## src/rtl/multicycle_core.sv

```systemverilog
// Multicycle 8-register core: 16-bit ISA, req/ack instruction and data ports,
// NZCV flags, conditional branches and halt. One instruction in flight at a time.
module multicycle_core #(
    parameter int DATA_W   = 8,
    parameter int PC_W     = 8,
    parameter int RESET_PC = 0
) (
    input  logic              clk,
    input  logic              reset,
    output logic              imem_req,
    output logic [PC_W-1:0]   imem_addr,
    input  logic [15:0]       imem_rdata,
    input  logic              imem_ack,
    output logic              dmem_req,
    output logic              dmem_we,
    output logic [DATA_W-1:0] dmem_addr,
    output logic [DATA_W-1:0] dmem_wdata,
    input  logic [DATA_W-1:0] dmem_rdata,
    input  logic              dmem_ack,
    output logic              retire,
    output logic              halted,
    output logic [3:0]        flags
);

    typedef enum logic [2:0] {
        S_FETCH,
        S_DECODE,
        S_EXEC,
        S_MEM,
        S_WB,
        S_HALT
    } state_t;

    localparam logic [2:0] OP_ADD  = 3'd0;
    localparam logic [2:0] OP_SUB  = 3'd1;
    localparam logic [2:0] OP_AND  = 3'd2;
    localparam logic [2:0] OP_ORR  = 3'd3;
    localparam logic [2:0] OP_ADDI = 3'd4;
    localparam logic [2:0] OP_LDR  = 3'd5;
    localparam logic [2:0] OP_STR  = 3'd6;
    localparam logic [2:0] OP_B    = 3'd7;

    localparam logic [2:0] C_AL  = 3'd0;
    localparam logic [2:0] C_EQ  = 3'd1;
    localparam logic [2:0] C_NE  = 3'd2;
    localparam logic [2:0] C_MI  = 3'd3;
    localparam logic [2:0] C_CS  = 3'd4;
    localparam logic [2:0] C_HLT = 3'd7;

    state_t state, state_n;

    logic [PC_W-1:0]          pc;
    logic [3:0]               flg;
    logic                     retire_q;
    logic signed [DATA_W-1:0] rf [8];

    logic [15:0]              ir_p0;
    logic signed [DATA_W-1:0] opa_p1, opb_p1;
    logic signed [DATA_W-1:0] res_p2;

    logic [2:0] op, rd, ra, rb;
    logic [5:0] imm6;

    logic signed [DATA_W-1:0] alu_b, alu_y;
    logic [DATA_W:0]          sum_x;
    logic [3:0]               flg_n;
    logic                     take;

    assign op   = ir_p0[15:13];
    assign rd   = ir_p0[12:10];
    assign ra   = ir_p0[9:7];
    assign rb   = ir_p0[6:4];
    assign imm6 = ir_p0[5:0];

    function automatic logic signed [DATA_W-1:0] sext_d(input logic [5:0] v);
        return DATA_W'($signed(v));
    endfunction

    function automatic logic [PC_W-1:0] sext_p(input logic [5:0] v);
        return PC_W'($signed(v));
    endfunction

    function automatic logic [3:0] nzcv(input logic [DATA_W-1:0] y, input logic c,
                                        input logic v);
        return {y[DATA_W-1], (y == '0), c, v};
    endfunction

    function automatic logic add_ovf(input logic [DATA_W-1:0] a, input logic [DATA_W-1:0] b,
                                     input logic [DATA_W-1:0] y);
        return (a[DATA_W-1] == b[DATA_W-1]) && (y[DATA_W-1] != a[DATA_W-1]);
    endfunction

    function automatic logic sub_ovf(input logic [DATA_W-1:0] a, input logic [DATA_W-1:0] b,
                                     input logic [DATA_W-1:0] y);
        return (a[DATA_W-1] != b[DATA_W-1]) && (y[DATA_W-1] != a[DATA_W-1]);
    endfunction

    // EXEC: ALU, effective address and branch condition
    always_comb begin
        alu_b = ((op == OP_ADDI) || (op == OP_LDR) || (op == OP_STR)) ? sext_d(imm6) : opb_p1;
        sum_x = '0;
        alu_y = '0;
        flg_n = flg;
        case (op)
            OP_ADD, OP_ADDI: begin
                sum_x = {1'b0, opa_p1} + {1'b0, alu_b};
                alu_y = sum_x[DATA_W-1:0];
                flg_n = nzcv(alu_y, sum_x[DATA_W], add_ovf(opa_p1, alu_b, alu_y));
            end
            OP_SUB: begin
                sum_x = {1'b0, opa_p1} - {1'b0, alu_b};
                alu_y = sum_x[DATA_W-1:0];
                flg_n = nzcv(alu_y, ~sum_x[DATA_W], sub_ovf(opa_p1, alu_b, alu_y));
            end
            OP_AND: begin
                alu_y = opa_p1 & alu_b;
                flg_n = nzcv(alu_y, flg[1], flg[0]);
            end
            OP_ORR: begin
                alu_y = opa_p1 | alu_b;
                flg_n = nzcv(alu_y, flg[1], flg[0]);
            end
            default: alu_y = opa_p1 + alu_b;
        endcase

        case (rd)
            C_AL:    take = 1'b1;
            C_EQ:    take = flg[2];
            C_NE:    take = ~flg[2];
            C_MI:    take = flg[3];
            C_CS:    take = flg[1];
            default: take = 1'b0;
        endcase
    end

    always_comb begin
        state_n  = state;
        imem_req = 1'b0;
        dmem_req = 1'b0;
        case (state)
            S_FETCH: begin
                imem_req = ~reset;
                if (imem_ack) state_n = S_DECODE;
            end
            S_DECODE: state_n = S_EXEC;
            S_EXEC: begin
                if (op == OP_B)
                    state_n = (rd == C_HLT) ? S_HALT : S_FETCH;
                else if ((op == OP_LDR) || (op == OP_STR))
                    state_n = S_MEM;
                else
                    state_n = S_WB;
            end
            S_MEM: begin
                dmem_req = 1'b1;
                if (dmem_ack) state_n = (op == OP_STR) ? S_FETCH : S_WB;
            end
            S_WB:    state_n = S_FETCH;
            S_HALT:  state_n = S_HALT;
            default: state_n = S_FETCH;
        endcase
    end

    // Data-port outputs are forced to zero outside MEM so reset leaves them quiet.
    assign dmem_we    = dmem_req && (op == OP_STR);
    assign dmem_addr  = dmem_req ? res_p2 : '0;
    assign dmem_wdata = dmem_req ? opb_p1 : '0;
    assign imem_addr  = pc;
    assign halted     = (state == S_HALT);
    assign retire     = retire_q;
    assign flags      = flg;

    always_ff @(posedge clk or posedge reset) begin
        if (reset) state <= S_FETCH;
        else       state <= state_n;
    end

    // Architectural state: PC, flags, register file, retire pulse
    always_ff @(posedge clk or posedge reset) begin
        if (reset) begin
            pc       <= PC_W'(RESET_PC);
            flg      <= '0;
            retire_q <= 1'b0;
            for (int i = 0; i < 8; i++) rf[i] <= '0;
        end else begin
            retire_q <= (state == S_WB) ||
                        ((state == S_MEM) && dmem_ack && (op == OP_STR)) ||
                        ((state == S_EXEC) && (op == OP_B));
            if ((state == S_FETCH) && imem_ack) pc <= pc + PC_W'(1);
            if (state == S_EXEC) begin
                if (op == OP_B) begin
                    if (take) pc <= pc + sext_p(imm6);
                end else begin
                    flg <= flg_n;
                end
            end
            if (state == S_WB) rf[rd] <= res_p2;
        end
    end

    // FETCH -> DECODE -> EXEC/MEM stage registers (data only)
    always_ff @(posedge clk) begin
        if ((state == S_FETCH) && imem_ack) ir_p0 <= imem_rdata;
        if (state == S_DECODE) begin
            opa_p1 <= rf[ra];
            opb_p1 <= (op == OP_STR) ? rf[rd] : rf[rb];
        end
        if (state == S_EXEC) res_p2 <= alu_y;
        if ((state == S_MEM) && dmem_ack) res_p2 <= dmem_rdata;
    end

endmodule

```

## config.mk

```make
export PLATFORM = sky130hd
export DESIGN_NAME = multicycle_core
export DESIGN_NICKNAME = d
export VERILOG_FILES = /design/src/rtl/multicycle_core.sv
export SDC_FILE = /design/constraint.sdc
export NUM_CORES = 1
export LEC_CHECK = 0
export ABC_CLOCK_PERIOD_IN_PS = 4000
export CORE_MARGIN = 1.5
export CORE_UTILIZATION = 32
export DETAILED_ROUTE_END_ITERATION = 16
export SYNTH_ARGS = -nofsm -noshare
export SYNTH_HDL_FRONTEND = slang
export SYNTH_SLANG_ARGS = --single-unit
```

## constraint.sdc

```tcl
create_clock -name clk -period 4 [get_ports clk]
set_input_delay 0.4 -clock clk [delete_from_list [all_inputs] [get_ports clk]]
set_output_delay 0.4 -clock clk [all_outputs]
set_load 0.02 [all_outputs]
```

**After elaboration in Yosys (flattened, before gate mapping)**

Cells that the tools add are included.

- Register bits: 120
- Output and inout port bits: 33
- Word-level logic and storage cells: 121

- $add $sub $neg: 5
- Magnitude comparators: 4
- Equality and inequality tests: 23
- Mux-type cells: 34
- Bitwise logic cells: 11
- Reductions and logical operators: 27

Operators by type and width:

| operator | number |
|---|---|
| 2-to-1 mux 8 bit | 17 |
| binary-select mux 8 bit (select 3 bit) | 3 |
| bitwise mux 64 bit | 1 |
| logical NOT 8 bit | 4 |
| one-hot mux 8 bit (4 select lines) | 1 |
| demux 8 bit (select 3 bit) | 1 |
| == test 3 bit, second input constant | 8 |
| == test 3 x 2 -> 1 bit, second input constant | 6 |
| 2-to-1 mux 3 bit | 6 |
| adder 8 bit | 2 |
| one-hot mux 4 bit (4 select lines) | 1 |
| one-hot mux 3 bit (5 select lines) | 1 |
| >= comparator 4 bit, second input constant | 3 |
| NOT 3 -> 4 bit | 3 |
| adder 8 x 8 -> 9 bit | 1 |
| == test 3 x 1 -> 1 bit, second input constant | 3 |
| logical NOT 3 bit | 3 |
| subtractor 8 x 8 -> 9 bit | 1 |
| adder 8 x 1 -> 8 bit, second input constant | 1 |
| AND 8 bit | 1 |
| logical AND 1 bit | 8 |
| OR 8 bit | 1 |
| NOT 1 bit | 6 |
| logical OR 1 bit | 5 |
| 12 further kinds | 17 |

**Logic depth before layout (Yosys ltp)**

Gate-level depths: netlist of the first run.

- Depth in word-level cells: 8
- Depth in mapped cells: 15

**Worst setup path before layout of the first run**

Ideal clock, no wire load.

- Path type: reg-to-reg
- From: reg ir_p0[13]
- To: reg res_p2[6] (data pin)
- Setup time: 0.146 ns
- Arrival time: 3.176 ns
- Data required time: 3.854 ns
- Setup slack: 0.678 ns
- Cell stages (with the launch flop): 14
- Path buffers: 2
- Period minus slack after synthesis: 3.322 ns
- Cell sequence: edfxtp_1 -> clkbuf_1 -> buf_1 -> a21oi_1 -> nand2_1 -> nand2_1 -> ha_1 -> fa_1 -> or2_1 -> a211oi_1 -> mux2i_1 -> a32oi_1 -> o32a_1 -> a21oi_1

- Cells in the longest elaborated chain, start to end: 8
- Elaborated cells on any way between the ends: 19

RTL lines:

| item | RTL line | RTL |
|---|---|---|
| start, declared | 57 | `logic [15:0] ir_p0;` |
| start signal, assigned | 203 | `if ((state == S_FETCH) && imem_ack) ir_p0 <= imem_rdata;` |
| == test 3 bit, on equally long branches | -- |  |
| logical OR 1 bit (2 in a row) | 100 | `alu_b = ((op == OP_ADDI) \|\| (op == OP_LDR) \|\| (op == OP_STR)) ? sext_d(imm6) : opb_p1;` |
| 2-to-1 mux 8 bit | 100 |  |
| adder 8 bit, or another cell as far along | 123 | `default: alu_y = opa_p1 + alu_b;` |
| one-hot mux 8 bit (4 select lines) (*) | 104 | `case (op)` |
| 2-to-1 mux 8 bit (*) | 208 | `if (state == S_EXEC) res_p2 <= alu_y;` |
| 2-to-1 mux 8 bit (*) | 209 | `if ((state == S_MEM) && dmem_ack) res_p2 <= dmem_rdata;` |
| end signal, assigned | 208 |  |
| end signal, assigned | 209 |  |
| end, declared | 59 | `logic signed [DATA_W-1:0] res_p2;` |

Mark *: on every way between the ends. The rest lies on a longest branch, timed or not. The select of a mux whose other input is x is not followed.
A chain may end at the register's enable or synchronous reset.

**Worst setup path in the final report of the first run**

- From: reg ir_p0[14]
- To: reg flg[2] (netlist: flags[2])

- Cells in the longest elaborated chain, start to end: 7
- Elaborated cells on any way between the ends: 24

RTL lines:

| item | RTL line | RTL |
|---|---|---|
| == test 3 bit, on equally long branches | -- |  |
| logical OR 1 bit (2 in a row) | 100 |  |
| 2-to-1 mux 8 bit | 100 |  |
| subtractor 8 x 8 -> 9 bit, or another cell as far along | 111 | `sum_x = {1'b0, opa_p1} - {1'b0, alu_b};` |
| logical NOT 8 bit | 85 | `return {y[DATA_W-1], (y == '0), c, v};` |
| one-hot mux 4 bit (4 select lines) | 104 |  |
| end signal, assigned | 194 | `flg <= flg_n;` |
| end, declared | 53 | `logic [3:0] flg;` |

Several ways; a longest one is shown, not always the timed one.

==> results.tsv, run 1 <==
stage	metric	value	unit
place	I/O Buffers	60	
timing	final setup fails	0	
pwr	Reg power frac	33.0	%
cts	post-CTS resize count	0	
grt	GRT Residual Overflow	0	
yosys	Post-synth top cells	dfrtp_1 (80), nand2_1 (53), mux4_2 (48), mux2_1 (43), nor2_1 (42)	
yosys	EDFF count, synth	40	
cts	clock buffer depth	2	
die	Die Wd	161	um
flow_run	Max Cap Viol	0	
grt	gr usage total	18.1	%
cts	CTS tree	yes	
place	pre-CTS WS	641	ps
cells_and_area	fin util	38.9	%
cells_and_area	fill count	2400	
timing	max_slew headroom	29.3	%
min_path	Hold Crit Class	input port to asynchronous set/reset pin	
pwr	clock power share	20.1	%
yosys	Synth area leaders	dfrtp_1 (25%), edfxtp_1 (15%), mux4_2 (14%), mux2_1 (6.1%), ha_1 (5.0%)	
place	GPL Wtd Cong	0.886	
die	# IOs	61	
setup_path	CP Launch Type	flip-flop	
timing	Hold Fails Final Rpt	0	
yosys	most common cell in the netlist	dfrtp_1	
cts	Clock Latency Late Sink	420	ps
cells_and_area	synth-to-layout area growth	19.3	%
pwr	combinational share of power	46.8	%
cts	hold buffer count at cts	0	
cts	CTS Root Cell	clkbuf_16	
route	DR pass1 iterations	4	
route	vias post-DR	5896	
cts	H-Tree Depth	4	
timing	fin crit share	84.9	%
route	WL per Instance	20.5	um
timing	skew final	7.84	ps
route	Initial DRC Count	433	
route	DR DRC count	0	
pwr	power per standard cell area	783	nW/um2
cells_and_area	Final #Nets	812	
yosys	Post-Syn Area	7960	um2
route	remaining antenna violation count	0	
cts	Post-CTS Setup Repair Bufs	0	
yosys	Post-Synthesis Cells	696	
timing	Final Worst Setup Slack	604	ps
yosys	Async SR Flop Fraction	66.7	%
timing	max-slew violation count	0	
timing	worst slew pin tran	1060	ps
yosys	dominant cell type by area after synthesis	dfrtp_1	
timing	minimum clock period	3400	ps
yosys	yosys warns	0	
yosys	Synth cell types	71	
cts	CTS Sinks	120	
run_status	outcome	complete, no violations	
yosys	number of synthesized register bits	120	
pwr	Int Pwr	4.39	mW
yosys	Main synth FF type	dfrtp_1	
timing	RSZ-0062 raised after global routing	false	
die	die area	25800	um2
cts	Worst-path clk slew	60	ps
cells_and_area	number of diodes	0	
setup_path	Reg2Reg Depth	12	
place	DP Cell Count	1054	
die	row count	57	
cells_and_area	share of cells above drive strength 1	17.1	%
yosys	Mapped Nets	759	
die	Die Y-Extent	161	um
yosys	sequential element share of the synthesized area	40.2	%
yosys	post-synthesis area per instance	11.4	um2
die	Core ar.	24400	um2
grt	global-route wire length before repair	35300	um
cts	TritonCTS buffer count	17	
route	Vias/cell	5.43	
grt	antenna violations before repair	0	
setup_path	critical path capture point type	flip-flop	
die	Initial Util	32.6	%
setup_path	worst path required time	4290	ps
pwr	static leakage	3.96	nW
yosys	top-area cell type share of the netlist area	25.1	%
timing	TNS Setup	0	ps
setup_path	Worst Path Max Fanout	9	
place	HPWL after DPL	16300	um
cells_and_area	final std cells w/o fill	1086	
grt	number of global-route vias before repair	5918	
pwr	Net Sw Power	3.05	mW
route	Post-Route WL	22300	um
grt	largest net degree at the start of global routing	38	
timing	fmax	294	MHz
setup_path	worst endpoint data arrival time	3690	ps
pwr	sw frac	40.9	%
setup_path	critical path class	flip-flop to flip-flop	
pwr	maximum VDD drop	310	uV
==> critical path: stages, from the launching register on <==
cell	delay (ps)
edfxtp_1	520
nand2_1	110
nand2_1	210
nand2_1	130
nand2_1	100
ha_1	220
fa_1	420
or2_1	290
a211oi_1	450
mux2i_1	310
a21oi_1	130
a221oi_1	300
a21oi_1	70
==> state kept, by name, summed over array words and instances (netlist names) <==
name and cells:
flags 4, imem_addr 8, ir_p0 16, opa_p1 8
opb_p1 8, res_p2 8, retire 1, rf 64
state 3
==> cells in the final DEF (no fill, tap or decap), types with 29 or more instances in the layout <==
cell type and n:
dfrtp_1 80, inv_1 31, mux2_1 43, mux2_2 29
nand2_1 53, mux4_2 48, edfxtp_1 40, a21oi_1 35
nor2_1 42, clkdlybuf4s50_1 60, ha_1 32
==> cell type report <==
class	count	area, um2	share of cell area (%)
clock inverters	10	88.8	0.935
multi-input cells	503	4480	47.2
repair buffers	75	713	7.51
inverters	32	121	1.28
flip-flops and latches	120	3200	33.7
clock buffers	22	485	5.11
well taps	324	405	4.27
==> power groups by stage <==
stage / combinational [mW] / clock (mW) / sequential [mW]
2_1_floorplan: 2.61 / 0 / 2.19
3_5_place_dp: 3.47 / 0 / 2.47
6_report: 3.48 / 1.50 / 2.46
4_1_cts: 3.49 / 1.53 / 2.45
3_3_place_gp: 3.47 / 0 / 2.46
5_1_grt: 3.82 / 1.59 / 2.54
==> through the flow <==
| step | hold slack (ps) | instance area [um2] | power (mW) |
|---|---|---|---|
| CTS | 471 | 9500 | 7.47 |
| global route | 501 | 9500 | 7.96 |
| finish | 455 | 9500 | 7.44 |
| floorplan | 487 | 7960 | 4.80 |
| global placement | 465 | 8920 | 5.93 |
| detailed placement | 468 | 8920 | 5.94 |
==> final timing paths <==
path / end / startpoint / slack [ps]
max: flags[2] / ir_p0[14] / 600
min: state[2] / reset / 450
max reg2reg: flags[2] / ir_p0[14] / 600
min reg2reg: flags[0] / flags[0] / 480
max in group asynchronous: rf[0] / reset / 2720
min in group clk: flags[0] / flags[0] / 480
==> layer usage <==
metal / global-route usage, % / up-vias / share of wire, %
met1: 24.5 / 2978 / 46
li1: - / 2736 / -
met3: 3.36 / 19 / 4.2
met2: 29.8 / 163 / 49
met4: 4.76 / 0 / 1.1
met5: 0 / - / 0
==> logic make-up (layout without fill, tap and decap cells) <==
group / after synthesis / in the layout / share of synthesized area [%]
flip-flops: 120 / 120 / 40.2
adder cells (fa/ha/maj): 35 / 35 / 5.78
AND/OR/NAND/NOR: 196 / 196 / 13.0
AO/OA/AOI/OAI: 125 / 125 / 10.5
buffers and inverters: 73 / 139 / 3.57
multiplexers: 133 / 133 / 25.4
XOR/XNOR: 14 / 14 / 1.54
Note: power is estimated with default switching activity, not from simulation.
==> run 2: changes to the inputs <==
Settings changed: ABC_CLOCK_PERIOD_IN_PS 4000 to 3100.
Clock period 4 ns to 3.1 ns, I/O delays scaled along.
==> results.tsv, run 2 (synthesis results as in run 1) <==
stage	metric	value	unit
cells_and_area	synth-to-layout area growth	22.8	%
route	DR pass1 iterations	5	
route	Vias/cell	5.34	
cts	Worst-path clk slew	60	ps
cells_and_area	max reg flops	64	
cts	CTS Sinks	120	
cts	TritonCTS buffer count	17	
grt	number of global-route vias before repair	5914	
setup_path	critical path capture point type	flip-flop	
setup_path	worst path required time	3360	ps
grt	antenna violations before repair	0	
die	row count	57	
grt	global-route wire length before repair	34700	um
timing	fin crit share	96.5	%
grt	gr usage total	17.9	%
min_path	Hold Crit Class	input port to asynchronous set/reset pin	
cells_and_area	Biggest register	rf	
grt	largest net degree at the start of global routing	47	
route	Post-Route WL	22500	um
pwr	maximum VDD drop	289	uV
die	Core ar.	24400	um2
timing	final setup fails	0	
timing	Hold Fails Final Rpt	0	
cells_and_area	Top Registers	rf x64, ir_p0 x16	
cts	CTS tree	yes	
cells_and_area	fill count	2362	
die	die area	25800	um2
die	Die Y-Extent	161	um
cells_and_area	commonest non-fill, non-tap cell in the layout	dfrtp_1	
cells_and_area	cell area after layout	9780	um2
place	placed instance area	9140	um2
timing	max-slew violation count	0	
cts	Clock Latency Late Sink	420	ps
route	WL per Instance	20.2	um
route	remaining antenna violation count	0	
setup_path	critical path class	flip-flop to flip-flop	
timing	skew final	10.6	ps
cells_and_area	share of cells above drive strength 1	22.0	%
flow_run	Max Cap Viol	0	
timing	TNS Setup	0	ps
pwr	static leakage	4.11	nW
timing	minimum clock period	2990	ps
place	HPWL after DPL	16500	um
cts	clock buffer depth	2	
die	# IOs	61	
timing	fmax	334	MHz
cts	CTS Root Cell	clkbuf_16	
cells_and_area	Final #Nets	842	
timing	worst slew pin tran	682	ps
cells_and_area	most frequent cells in the layout	dfrtp_1 (80), clkdlybuf4s50_1 (60), nand2_1 (50)	
pwr	power per standard cell area	1010	nW/um2
timing	max_slew headroom	54.5	%
cts	H-Tree Depth	4	
run_status	outcome	complete, no violations	
setup_path	Worst Path Max Fanout	5	
route	Initial DRC Count	349	
cells_and_area	number of diodes	0	
place	GPL Wtd Cong	0.942	
route	vias post-DR	5953	
die	Die Wd	161	um
place	I/O Buffers	60	
die	Initial Util	32.6	%
setup_path	CP Launch Type	flip-flop	
grt	GRT Residual Overflow	0	
place	DP Cell Count	1079	
setup_path	worst endpoint data arrival time	3250	ps
cells_and_area	final std cells w/o fill	1114	
route	DR DRC count	0	
cts	hold buffer count at cts	0	
-- run 2: path summary, 6_finish.rpt --
kind | startpoint | slack [ps] | cells after the start | end
worst min-delay path | reset | 350 | 2 | imem_addr[3]
max in group asynchronous | reset | 2070 | 3 | rf[29]
worst min register to register | flags[0] | 530 | 2 | flags[0]
worst max register to register | ir_p0[13] | 110 | 12 | res_p2[6]
min in group clk | imem_rdata[7] | 450 | 1 | ir_p0[7]
worst max-delay path | ir_p0[13] | 110 | 12 | res_p2[6]
-- run 2: area by class of cell --
| cell class | instances | area (um2) | share of cell area [%] |
|---|---|---|---|
| multi-input cells | 503 | 4560 | 46.6 |
| flip-flops and latches | 120 | 3200 | 32.7 |
| repair buffers | 105 | 963 | 9.85 |
| clock buffers | 26 | 509 | 5.21 |
| well taps | 324 | 405 | 4.14 |
| inverters | 32 | 121 | 1.24 |
| clock inverters | 4 | 20.0 | 0.205 |
-- run 2: per-layer routing --
| metal | track usage [%] | up-vias | wire (um) |
|---|---|---|---|
| li1 | - | 2779 | - |
| met1 | 24.2 | 2976 | 10000 |
| met2 | 29.2 | 165 | 11000 |
| met3 | 2.89 | 33 | 1010 |
| met4 | 6.02 | 0 | 500 |
| met5 | 0 | - | 0 |
-- run 2: repair_timing --
item                                    in CTS  in global routing
buffers inserted                             0                  5
endpoints found under the setup margin       0                  5
gates resized for setup                      0                 18
-- run 2: stage by stage --
step / hold WS, ps / worst slack, ps / power, mW / util (%)
after floorplan: 409 / -1.52 / 6.20 / -
after global placement: 506 / 106 / 7.86 / 37.5
after detailed placement: 517 / 66.3 / 7.86 / 37.5
after CTS: 368 / 20.4 / 9.66 / 39.6
after global routing: 398 / -22.3 / 10.5 / 40.1
final: 346 / 108 / 9.84 / 40.1
-- run 2: worst max-delay path, cell delays in order, from the launching register on --
cell and delay (ps):
edfxtp_1 450, nand2_1 110, nand2_2 110, nand2_2 90, nand2_2 70, ha_2 200
fa_2 410, or2_4 290, a211oi_4 300, mux2i_2 310, a32oi_1 130, o32a_1 190
a21oi_1 160
-- run 2: power by group --
part | switching [mW] | leakage, nW | internal [mW]
clock | 0.650 | 0.266 | 1.11
combinational | 2.64 | 2.42 | 2.40
sequential | 0.707 | 1.42 | 2.33
total | 3.99 | 4.11 | 5.84
